File: src/rtl/wb_arbiter_if.sv
// rtl/wb_arbiter_if.sv - bus bundle between the two masters, the arbiter and the three slaves
interface wb_arbiter_if;
    logic        m_mmu_cyc,    m_dma_cyc;
    logic        m_mmu_we,     m_dma_we;
    logic [3:0]  m_mmu_strb,   m_dma_strb;
    logic [31:0] m_mmu_addr,   m_dma_addr;
    logic [31:0] m_mmu_data_i, m_dma_data_i;
    logic        m_mmu_ack,    m_dma_ack;
    logic        m_mmu_err,    m_dma_err;
    logic [31:0] m_mmu_data_o, m_dma_data_o;

    logic        s_mem_cyc, s_dma_cyc, s_key_cyc;
    logic        s_we;
    logic [3:0]  s_strb;
    logic [31:0] s_addr, s_data_o;
    logic        s_mem_ack, s_dma_ack, s_key_ack;
    logic [31:0] s_mem_data_i, s_dma_data_i, s_key_data_i;

    // Arbiter view: it answers the masters and drives the shared slave path.
    modport slave (
        input  m_mmu_cyc, m_dma_cyc, m_mmu_we, m_dma_we, m_mmu_strb, m_dma_strb,
               m_mmu_addr, m_dma_addr, m_mmu_data_i, m_dma_data_i,
               s_mem_ack, s_dma_ack, s_key_ack, s_mem_data_i, s_dma_data_i, s_key_data_i,
        output m_mmu_ack, m_dma_ack, m_mmu_err, m_dma_err, m_mmu_data_o, m_dma_data_o,
               s_mem_cyc, s_dma_cyc, s_key_cyc, s_we, s_strb, s_addr, s_data_o
    );

    // Environment view: the masters issuing requests and the slaves answering them.
    modport master (
        output m_mmu_cyc, m_dma_cyc, m_mmu_we, m_dma_we, m_mmu_strb, m_dma_strb,
               m_mmu_addr, m_dma_addr, m_mmu_data_i, m_dma_data_i,
               s_mem_ack, s_dma_ack, s_key_ack, s_mem_data_i, s_dma_data_i, s_key_data_i,
        input  m_mmu_ack, m_dma_ack, m_mmu_err, m_dma_err, m_mmu_data_o, m_dma_data_o,
               s_mem_cyc, s_dma_cyc, s_key_cyc, s_we, s_strb, s_addr, s_data_o
    );
endinterface

File: src/rtl/wb_arbiter.sv
// rtl/wb_arbiter.sv - two-master round-robin arbiter and three-slave decoder with error/timeout termination
module wb_arbiter #(
    parameter logic [31:0] MEM_LIMIT = 32'h0000_8000,
    parameter logic [19:0] KEY_PAGE  = 20'h0000E,
    parameter logic [19:0] DMA_PAGE  = 20'h0000F,
    parameter int          TIMEOUT   = 16
) (
    input  logic         clk,
    input  logic         rst,
    wb_arbiter_if.slave  bus
);
    localparam int WCW = $clog2(TIMEOUT);
    localparam logic [1:0] SEL_MEM = 2'd0;
    localparam logic [1:0] SEL_DMA = 2'd1;
    localparam logic [1:0] SEL_KEY = 2'd2;

    typedef enum logic [1:0] {IDLE, GNT, ERR} state_t;

    state_t         state, state_nxt;
    logic           gnt_id, last_id;
    logic [1:0]     sel;
    logic [WCW-1:0] wait_cnt;

    logic        any_req, winner;
    logic [31:0] win_addr;
    logic        is_mem, is_key, is_dma, mapped;
    logic [1:0]  win_sel;

    logic        g_cyc, g_we;
    logic [3:0]  g_strb;
    logic [31:0] g_addr, g_data;
    logic        sel_ack;
    logic [31:0] sel_data;
    logic        ack_g, err_g;
    logic [31:0] data_g;

    // On a tie the master that did not win last time takes the bus.
    assign any_req  = bus.m_mmu_cyc | bus.m_dma_cyc;
    assign winner   = (bus.m_mmu_cyc & bus.m_dma_cyc) ? ~last_id : bus.m_dma_cyc;
    assign win_addr = winner ? bus.m_dma_addr : bus.m_mmu_addr;

    assign is_mem  = win_addr < MEM_LIMIT;
    assign is_key  = win_addr[31:12] == KEY_PAGE;
    assign is_dma  = win_addr[31:12] == DMA_PAGE;
    assign mapped  = is_mem | is_key | is_dma;
    assign win_sel = is_mem ? SEL_MEM : (is_key ? SEL_KEY : SEL_DMA);

    assign g_cyc  = gnt_id ? bus.m_dma_cyc    : bus.m_mmu_cyc;
    assign g_we   = gnt_id ? bus.m_dma_we     : bus.m_mmu_we;
    assign g_strb = gnt_id ? bus.m_dma_strb   : bus.m_mmu_strb;
    assign g_addr = gnt_id ? bus.m_dma_addr   : bus.m_mmu_addr;
    assign g_data = gnt_id ? bus.m_dma_data_i : bus.m_mmu_data_i;

    always_comb begin
        sel_ack  = 1'b0;
        sel_data = 32'h0;
        case (sel)
            SEL_MEM: begin sel_ack = bus.s_mem_ack; sel_data = bus.s_mem_data_i; end
            SEL_DMA: begin sel_ack = bus.s_dma_ack; sel_data = bus.s_dma_data_i; end
            SEL_KEY: begin sel_ack = bus.s_key_ack; sel_data = bus.s_key_data_i; end
            default: ;
        endcase
    end

    always_comb begin
        state_nxt     = state;
        ack_g         = 1'b0;
        err_g         = 1'b0;
        data_g        = 32'h0;
        bus.s_mem_cyc = 1'b0;
        bus.s_dma_cyc = 1'b0;
        bus.s_key_cyc = 1'b0;
        bus.s_we      = 1'b0;
        bus.s_strb    = 4'h0;
        bus.s_addr    = 32'h0;
        bus.s_data_o  = 32'h0;
        case (state)
            IDLE: if (any_req) state_nxt = mapped ? GNT : ERR;
            GNT: begin
                // Dropping cyc mid-transfer aborts silently: no ack, no err.
                if (g_cyc) begin
                    bus.s_mem_cyc = (sel == SEL_MEM);
                    bus.s_dma_cyc = (sel == SEL_DMA);
                    bus.s_key_cyc = (sel == SEL_KEY);
                    bus.s_we      = g_we;
                    bus.s_strb    = g_strb;
                    bus.s_addr    = g_addr;
                    bus.s_data_o  = g_data;
                    data_g        = sel_data;
                    if (sel_ack) begin
                        ack_g     = 1'b1;
                        state_nxt = IDLE;
                    end else if (wait_cnt == WCW'(TIMEOUT - 1)) begin
                        err_g     = 1'b1;
                        state_nxt = IDLE;
                    end
                end else begin
                    state_nxt = IDLE;
                end
            end
            ERR: begin
                err_g     = 1'b1;
                state_nxt = IDLE;
            end
            default: state_nxt = IDLE;
        endcase
        bus.m_mmu_ack    = ack_g & ~gnt_id;
        bus.m_dma_ack    = ack_g &  gnt_id;
        bus.m_mmu_err    = err_g & ~gnt_id;
        bus.m_dma_err    = err_g &  gnt_id;
        bus.m_mmu_data_o = gnt_id ? 32'h0 : data_g;
        bus.m_dma_data_o = gnt_id ? data_g : 32'h0;
    end

    always_ff @(posedge clk or posedge rst) begin
        if (rst) begin
            state    <= IDLE;
            gnt_id   <= 1'b0;
            last_id  <= 1'b1;
            sel      <= SEL_MEM;
            wait_cnt <= '0;
        end else begin
            state <= state_nxt;
            if (state == IDLE && any_req) begin
                gnt_id   <= winner;
                wait_cnt <= '0;
                if (mapped) begin
                    sel     <= win_sel;
                    last_id <= winner;
                end
            end else if (state == GNT) begin
                wait_cnt <= wait_cnt + 1'b1;
            end
        end
    end
endmodule

File: src/flat_wrapper.sv
// flat-port wrapper written by rule: the top's interface ports become plain ports
module wb_arbiter_flat 
#(
    parameter logic [31:0] MEM_LIMIT = 32'h0000_8000,
    parameter logic [19:0] KEY_PAGE  = 20'h0000E,
    parameter logic [19:0] DMA_PAGE  = 20'h0000F,
    parameter int          TIMEOUT   = 16
)
  (clk, rst, bus_m_mmu_cyc, bus_m_dma_cyc, bus_m_mmu_we, bus_m_dma_we, bus_m_mmu_strb, bus_m_dma_strb, bus_m_mmu_addr, bus_m_dma_addr, bus_m_mmu_data_i, bus_m_dma_data_i, bus_s_mem_ack, bus_s_dma_ack, bus_s_key_ack, bus_s_mem_data_i, bus_s_dma_data_i, bus_s_key_data_i, bus_m_mmu_ack, bus_m_dma_ack, bus_m_mmu_err, bus_m_dma_err, bus_m_mmu_data_o, bus_m_dma_data_o, bus_s_mem_cyc, bus_s_dma_cyc, bus_s_key_cyc, bus_s_we, bus_s_strb, bus_s_addr, bus_s_data_o);
  wb_arbiter_if bus_i ();
  input  logic clk;
  input  logic rst;
  input wire logic [$bits(bus_i.m_mmu_cyc)-1:0] bus_m_mmu_cyc;
  input wire logic [$bits(bus_i.m_dma_cyc)-1:0] bus_m_dma_cyc;
  input wire logic [$bits(bus_i.m_mmu_we)-1:0] bus_m_mmu_we;
  input wire logic [$bits(bus_i.m_dma_we)-1:0] bus_m_dma_we;
  input wire logic [$bits(bus_i.m_mmu_strb)-1:0] bus_m_mmu_strb;
  input wire logic [$bits(bus_i.m_dma_strb)-1:0] bus_m_dma_strb;
  input wire logic [$bits(bus_i.m_mmu_addr)-1:0] bus_m_mmu_addr;
  input wire logic [$bits(bus_i.m_dma_addr)-1:0] bus_m_dma_addr;
  input wire logic [$bits(bus_i.m_mmu_data_i)-1:0] bus_m_mmu_data_i;
  input wire logic [$bits(bus_i.m_dma_data_i)-1:0] bus_m_dma_data_i;
  input wire logic [$bits(bus_i.s_mem_ack)-1:0] bus_s_mem_ack;
  input wire logic [$bits(bus_i.s_dma_ack)-1:0] bus_s_dma_ack;
  input wire logic [$bits(bus_i.s_key_ack)-1:0] bus_s_key_ack;
  input wire logic [$bits(bus_i.s_mem_data_i)-1:0] bus_s_mem_data_i;
  input wire logic [$bits(bus_i.s_dma_data_i)-1:0] bus_s_dma_data_i;
  input wire logic [$bits(bus_i.s_key_data_i)-1:0] bus_s_key_data_i;
  output wire logic [$bits(bus_i.m_mmu_ack)-1:0] bus_m_mmu_ack;
  output wire logic [$bits(bus_i.m_dma_ack)-1:0] bus_m_dma_ack;
  output wire logic [$bits(bus_i.m_mmu_err)-1:0] bus_m_mmu_err;
  output wire logic [$bits(bus_i.m_dma_err)-1:0] bus_m_dma_err;
  output wire logic [$bits(bus_i.m_mmu_data_o)-1:0] bus_m_mmu_data_o;
  output wire logic [$bits(bus_i.m_dma_data_o)-1:0] bus_m_dma_data_o;
  output wire logic [$bits(bus_i.s_mem_cyc)-1:0] bus_s_mem_cyc;
  output wire logic [$bits(bus_i.s_dma_cyc)-1:0] bus_s_dma_cyc;
  output wire logic [$bits(bus_i.s_key_cyc)-1:0] bus_s_key_cyc;
  output wire logic [$bits(bus_i.s_we)-1:0] bus_s_we;
  output wire logic [$bits(bus_i.s_strb)-1:0] bus_s_strb;
  output wire logic [$bits(bus_i.s_addr)-1:0] bus_s_addr;
  output wire logic [$bits(bus_i.s_data_o)-1:0] bus_s_data_o;
  assign bus_i.m_mmu_cyc = bus_m_mmu_cyc;
  assign bus_i.m_dma_cyc = bus_m_dma_cyc;
  assign bus_i.m_mmu_we = bus_m_mmu_we;
  assign bus_i.m_dma_we = bus_m_dma_we;
  assign bus_i.m_mmu_strb = bus_m_mmu_strb;
  assign bus_i.m_dma_strb = bus_m_dma_strb;
  assign bus_i.m_mmu_addr = bus_m_mmu_addr;
  assign bus_i.m_dma_addr = bus_m_dma_addr;
  assign bus_i.m_mmu_data_i = bus_m_mmu_data_i;
  assign bus_i.m_dma_data_i = bus_m_dma_data_i;
  assign bus_i.s_mem_ack = bus_s_mem_ack;
  assign bus_i.s_dma_ack = bus_s_dma_ack;
  assign bus_i.s_key_ack = bus_s_key_ack;
  assign bus_i.s_mem_data_i = bus_s_mem_data_i;
  assign bus_i.s_dma_data_i = bus_s_dma_data_i;
  assign bus_i.s_key_data_i = bus_s_key_data_i;
  assign bus_m_mmu_ack = bus_i.m_mmu_ack;
  assign bus_m_dma_ack = bus_i.m_dma_ack;
  assign bus_m_mmu_err = bus_i.m_mmu_err;
  assign bus_m_dma_err = bus_i.m_dma_err;
  assign bus_m_mmu_data_o = bus_i.m_mmu_data_o;
  assign bus_m_dma_data_o = bus_i.m_dma_data_o;
  assign bus_s_mem_cyc = bus_i.s_mem_cyc;
  assign bus_s_dma_cyc = bus_i.s_dma_cyc;
  assign bus_s_key_cyc = bus_i.s_key_cyc;
  assign bus_s_we = bus_i.s_we;
  assign bus_s_strb = bus_i.s_strb;
  assign bus_s_addr = bus_i.s_addr;
  assign bus_s_data_o = bus_i.s_data_o;
  wb_arbiter #(.MEM_LIMIT(MEM_LIMIT), .KEY_PAGE(KEY_PAGE), .DMA_PAGE(DMA_PAGE), .TIMEOUT(TIMEOUT)) u_core (.clk(clk), .rst(rst), .bus(bus_i));
endmodule
File: config.mk
export PLATFORM = sky130hd
export DESIGN_NAME = wb_arbiter_flat
export DESIGN_NICKNAME = d
export VERILOG_FILES = /design/src/rtl/wb_arbiter_if.sv /design/src/rtl/wb_arbiter.sv /design/src/flat_wrapper.sv
export SDC_FILE = /design/constraint.sdc
export NUM_CORES = 1
export LEC_CHECK = 0
export ABC_CLOCK_PERIOD_IN_PS = 6650
export CORE_AREA = 4 4 147 149
export CTS_CLUSTER_SIZE = 30
export DETAILED_ROUTE_END_ITERATION = 12
export DIE_AREA = 0 0 151 153
export PLACE_DENSITY = 0.61
export SYNTH_ARGS = -nofsm -noshare
export SYNTH_HDL_FRONTEND = slang
export SYNTH_SLANG_ARGS = --single-unit
File: constraint.sdc
create_clock -name clk -period 6.65 [get_ports clk]
set_clock_uncertainty 0.2 [all_clocks]
set_input_delay 1.995 -clock clk [delete_from_list [all_inputs] [get_ports clk]]
set_output_delay 1.995 -clock clk [all_outputs]
set_load 0.01 [all_outputs]
**Word-level counts from Yosys, hierarchy flattened**

Cells that the tools add are included.
W data, S select, Z words.

- Memory bits (read-only): 0
- Bits in registers: 10
- Bits in writable memories: 0
- Logic and storage cells: 76
- Memories kept: 0
- Latch bits: 0

- Divide/modulo/power cells: 0
- $add $sub $neg: 1
- Order comparisons: 1
- Mux-type cells: 44
- Reduce and logical (&&, ||, !) cells: 6
- Shift operators: 0
- Bitwise logic cells: 10
- Multiply operators: 0
- Equality and inequality tests: 9

Operators with widths:

| operator | number |
|---|---|
| $mux W32 | 11 |
| $pmux W32 S3 | 1 |
| $eq A20 B4 Y1 const B | 2 |
| $lt A32 B16 Y1 const B | 1 |
| $mux W4 | 5 |
| $mux W1 | 17 |
| $mux W2 | 7 |
| $and A1 B1 Y1 | 5 |
| $add A4 B1 Y4 const B | 1 |
| $eq A2 B1 Y1 const B | 2 |
| $eq A2 B2 Y1 const B | 2 |
| $eq A4 B4 Y1 const B | 1 |
| $logic_not A2 Y1 | 2 |
| $ne A4 B4 Y1 const B | 1 |
| $pmux W2 S2 | 1 |
| $reduce_and A2 Y1 | 2 |
| $or A1 B1 Y1 | 3 |
| $pmux W1 S3 | 1 |
| $ne A2 B1 Y1 const B | 1 |
| $not A1 Y1 | 2 |
| $pmux W1 S2 | 1 |
| $reduce_bool A2 Y1 | 1 |
| $logic_and A1 B1 Y1 | 1 |

**Longest topological paths before layout**

- Depth in word-level cells: 9
- Gate-level depth with buffers: 8
- Mapped depth without buffers: 6

**Worst setup path before layout**

No wires, ideal clock.

- Path kind: in2out
- From: input port bus_m_dma_cyc
- To: output port bus_m_dma_data_o[1]
- Path slack: 1.501 ns
- Stages on the path: 6
- Required time: 4.455 ns
- Buffers on the path: 2
- Arrival time: 2.954 ns
- Cells stage by stage: mux2_2 -> and2_1 -> buf_2 -> clkbuf_1 -> o21ai_0 -> nor2_1

- Longest elaborated chain between the ends: 4

Ends and longest elaborated chain:

| item | RTL line | text |
|---|---|---|
| from (decl) | flat_wrapper.sv:14 | `input wire logic [$bits(bus_i.m_dma_cyc)-1:0] bus_m_dma_cyc;` |
| $mux W1 | wb_arbiter.sv:48 | `assign g_cyc = gnt_id ? bus.m_dma_cyc : bus.m_mmu_cyc;` |
| $mux W32 | wb_arbiter.sv:81 | `if (g_cyc) begin` |
| $mux W32 | wb_arbiter.sv:77 | `case (state)` |
| $mux W32 | wb_arbiter.sv:112 | `bus.m_dma_data_o = gnt_id ? data_g : 32'h0;` |
| to (decl) | flat_wrapper.sv:34 | `output wire logic [$bits(bus_i.m_dma_data_o)-1:0] bus_m_dma_data_o;` |

No other way between the ends.

**Worst setup path after layout**

- From: input port bus_m_mmu_cyc
- To: output port bus_s_key_cyc

- Longest elaborated chain between the ends: 3

Ends and longest elaborated chain:

| item | RTL line | text |
|---|---|---|
| from (decl) | flat_wrapper.sv:13 | `input wire logic [$bits(bus_i.m_mmu_cyc)-1:0] bus_m_mmu_cyc;` |
| $mux W1 | wb_arbiter.sv:48 |  |
| $mux W1 | wb_arbiter.sv:81 |  |
| $mux W1 | wb_arbiter.sv:77 |  |
| to (decl) | flat_wrapper.sv:37 | `output wire logic [$bits(bus_i.s_key_cyc)-1:0] bus_s_key_cyc;` |

No other way between the ends.

==> flow_summary.yaml <==
logic_synthesis:
  synth_nets: 703
  yosysWarnings: 0
  ys_seq_area_share_pct: 8.550
  netlist_area_um2: 2942
  synth_cell_types: 39
  syn_avg_cell_area_um2: 6.423
  syn_inst: 458
  synth-seq-cells: 10
hold_path:
  worstHoldStart: "u_core.wait_cnt[1]"
  hold_path_end: "u_core.wait_cnt[1]"
  worstHoldPathCells: 2
  hp-class: "reg2reg"
pwr:
  ir_worst_vdd_v: 0.0001115
  powerDensity_nw_per_um2: 80.37
  p_total_mw: 0.5727
  p_leak_nw: 2.641
timing:
  fmax_mhz: 156.0
  period_minus_slack_ns: 6.410
  setup_slack_ns: 0.2396
  finalMaxSlewViolations: 0
  setup-violations-final: 0
  hold_viol: 0
  post-route-period-util_pct: 96.40
  rsz0062_at_grt: "false"
  slew_headroom_pct: 36.69
  worst_pin_slew_ns: 0.9454
  whs_ns: 0.3555
  finalSetupTns_ns: 0
drt:
  vias: 4566
  drc: 0
  totalWireLength_mm: 18.44
  antenna_left: 0
  drtIter0Drc: 186
  viasPerCell: 4.208
  post_drt_wl_per_cell_um: 17.00
  first_pass_iters: 5
final_layout:
  fill_cells: 2158
  final_layout_size_suffix_gt1_share_pct: 3.313
  syn2layout_area_growth_pct: 142.2
  multi_input_area_um2: 2517
  regArea_um2: 256.5
  layout.nets: 1061
  instances_no_fill: 1085
  antenna_cells: 0
place:
  io_buffer_count: 380
  gp_congestion: 0.8618
  post-place-ws_ns: 0.2295
  hpwl_mm: 15.77
  dp_cells: 1081
clock_network:
  cts.htree.levels: 1
  cts.sinks: 10
  post_cts_buffers: 0
  cts_buffers: 3
  cts_tree: "yes"
  clk_pin_slew_ns: 0.04
  cts-root-buf: "clkbuf_16"
  cts_resized: 0
  cts_max_path_buffers: 2
  cts_hold_buf: 0
  clk_latency_ns: 0.24
die:
  die_w_um: 151
  row_count: 52
  fp.coreArea_um2: 20170
  pin_count: 381
  start_util_pct: 14.58
  die_h_um: 153
  dieArea_um2: 23100
worst_setup_path:
  rrSetupSlack_ns: 4.43
  critPathLaunchType: "primary input"
  cp_max_fo: 32
  reg2reg_from: "u_core.sel[1]"
  critPathRequiredTime_ns: 4.45
  r2r_end: "u_core.state[1]"
  critPathKind: "in2out"
  r2r_cells: 5
  endpoint_kind: "output pin"
  arrival_ns: 4.22
global_route:
  grt_use_total_pct: 14.40
  grt_antenna_before_repair: 0
  overflow: 0
  grt_max_degree: 71
  grt_pass1_wl_mm: 26.29
  grt_pass1_vias: 4553
run:
  cap_violations: 0
run_status:
  status: "completed"
[cells by family (layout without fill, tap and decap cells)]
group | count (synthesis) | after routing | share of synthesized area, %
buffers and inverters | 44 | 401 | 6.040
xor gates and xnor gates | 3 | 3 | 0.8934
adders and majority gates | 4 | 4 | 1.701
muxes | 106 | 106 | 36.45
AOI/OAI and AO/OA | 52 | 52 | 10.76
and+or+nand+nor | 239 | 239 | 35.60
DFF | 10 | 10 | 8.550
[state kept, by name, summed over array words and instances, names as in the netlist]
register	cells
u_core.wait_cnt	4
u_core.sel	2
u_core.state	2
u_core.gnt_id	1
u_core.last_id	1
[critical path, cell delays in order]
cell and delay (ns):
clkdlybuf4s50_1 0.53, mux2_2 0.20, nand2_2 0.37, nor3b_1 0.48, clkdlybuf4s50_1 0.62
[cells in the mapped netlist, drive strengths merged]
library cell | instances | share of area (%)
nand4 | 3 | 0.64
dfrtp | 9 | 7.7
a21boi | 1 | 0.26
and3 | 2 | 0.43
a32oi | 1 | 0.30
and2 | 33 | 7.0
buf | 10 | 1.7
a2bb2oi | 1 | 0.30
o2bb2ai | 1 | 0.30
clkbuf | 29 | 3.7
xor2 | 2 | 0.60
nor2b | 1 | 0.21
o41ai | 1 | 0.30
or4bb | 1 | 0.38
a2111o | 1 | 0.38
nor4 | 8 | 1.7
o21ai | 38 | 6.5
nor3 | 3 | 0.51
nand2 | 8 | 1.0
a31oi | 1 | 0.21
ha | 4 | 1.7
a21bo | 1 | 0.34
or4 | 2 | 0.51
inv | 4 | 0.51
nor2 | 171 | 22
o211ai | 1 | 0.26
a31o | 1 | 0.30
nor3b | 2 | 0.51
xnor2 | 1 | 0.30
clkinv | 1 | 0.13
mux2i | 103 | 35
mux2 | 3 | 1.4
o22ai | 3 | 1.1
dfstp | 1 | 0.89
nand3 | 5 | 0.85
o21a | 1 | 0.26
[power breakdown]
group / leakage, nW / internal [mW] / total, mW / switching, mW
Clock: 0.0382 / 0.0802 / 0.107 / 0.0269
Sequential: 0.129 / 0.0650 / 0.0878 / 0.0228
Combinational: 2.47 / 0.219 / 0.378 / 0.159
[area by class of cell]
class,instances,share of cell area (%)
clock buffers,4,1.106
inverters,5,0.2634
multi-input cells,404,35.33
repair buffers,392,54.96
well taps,270,4.741
flip-flops and latches,10,3.600
[placed cells by master, fill, tap and decap left out, types with 3 or more instances in the layout]
cell / Yosys / final
nor4_1: 8 / 8
o21ai_0: 28 / 28
ha_1: 4 / 4
nand4_1: 3 / 3
inv_1: 4 / 4
clkdlybuf4s50_1: 0 / 379
nor2_1: 171 / 171
buf_4: 0 / 11
mux2i_1: 103 / 103
o21ai_1: 10 / 10
nand2_1: 8 / 7
nor3_1: 3 / 3
nand3_1: 5 / 5
clkbuf_16: 0 / 3
dfrtp_1: 9 / 7
and2_1: 33 / 33
[routing by layer]
| metal | routed length, µm | vias to the layer above | GRT usage (%) |
|---|---|---|---|
| met5 | 0 | - | 0 |
| met4 | 417 | 0 | 3.411 |
| met3 | 2063 | 25 | 4.383 |
| met2 | 8933 | 271 | 26.01 |
| met1 | 7028 | 1999 | 16.44 |
| li1 | - | 2271 | - |
[how the worst max path moves through the flow]
stage	from	slack, ns	endpoint
final	bus_m_mmu_cyc	0.24	bus_s_key_cyc
after global routing	bus_m_mmu_cyc	0.08	bus_s_data_o[8]
after CTS	bus_m_mmu_cyc	0.22	bus_s_data_o[11]
after detailed placement	bus_m_mmu_cyc	0.23	bus_s_data_o[11]
after global placement	bus_m_mmu_cyc	0.25	bus_m_dma_ack
after floorplan	bus_m_dma_cyc	1.50	bus_m_dma_data_o[1]
[through the flow]
step,util (%),cell area [µm²]
2_1_floorplan,-,2942
3_3_place_gp,34.94,7047
3_5_place_dp,34.94,7047
4_1_cts,35.33,7126
5_1_grt,35.33,7126
6_report,35.33,7126
No activity file was read; power rests on OpenSTA's default activity.
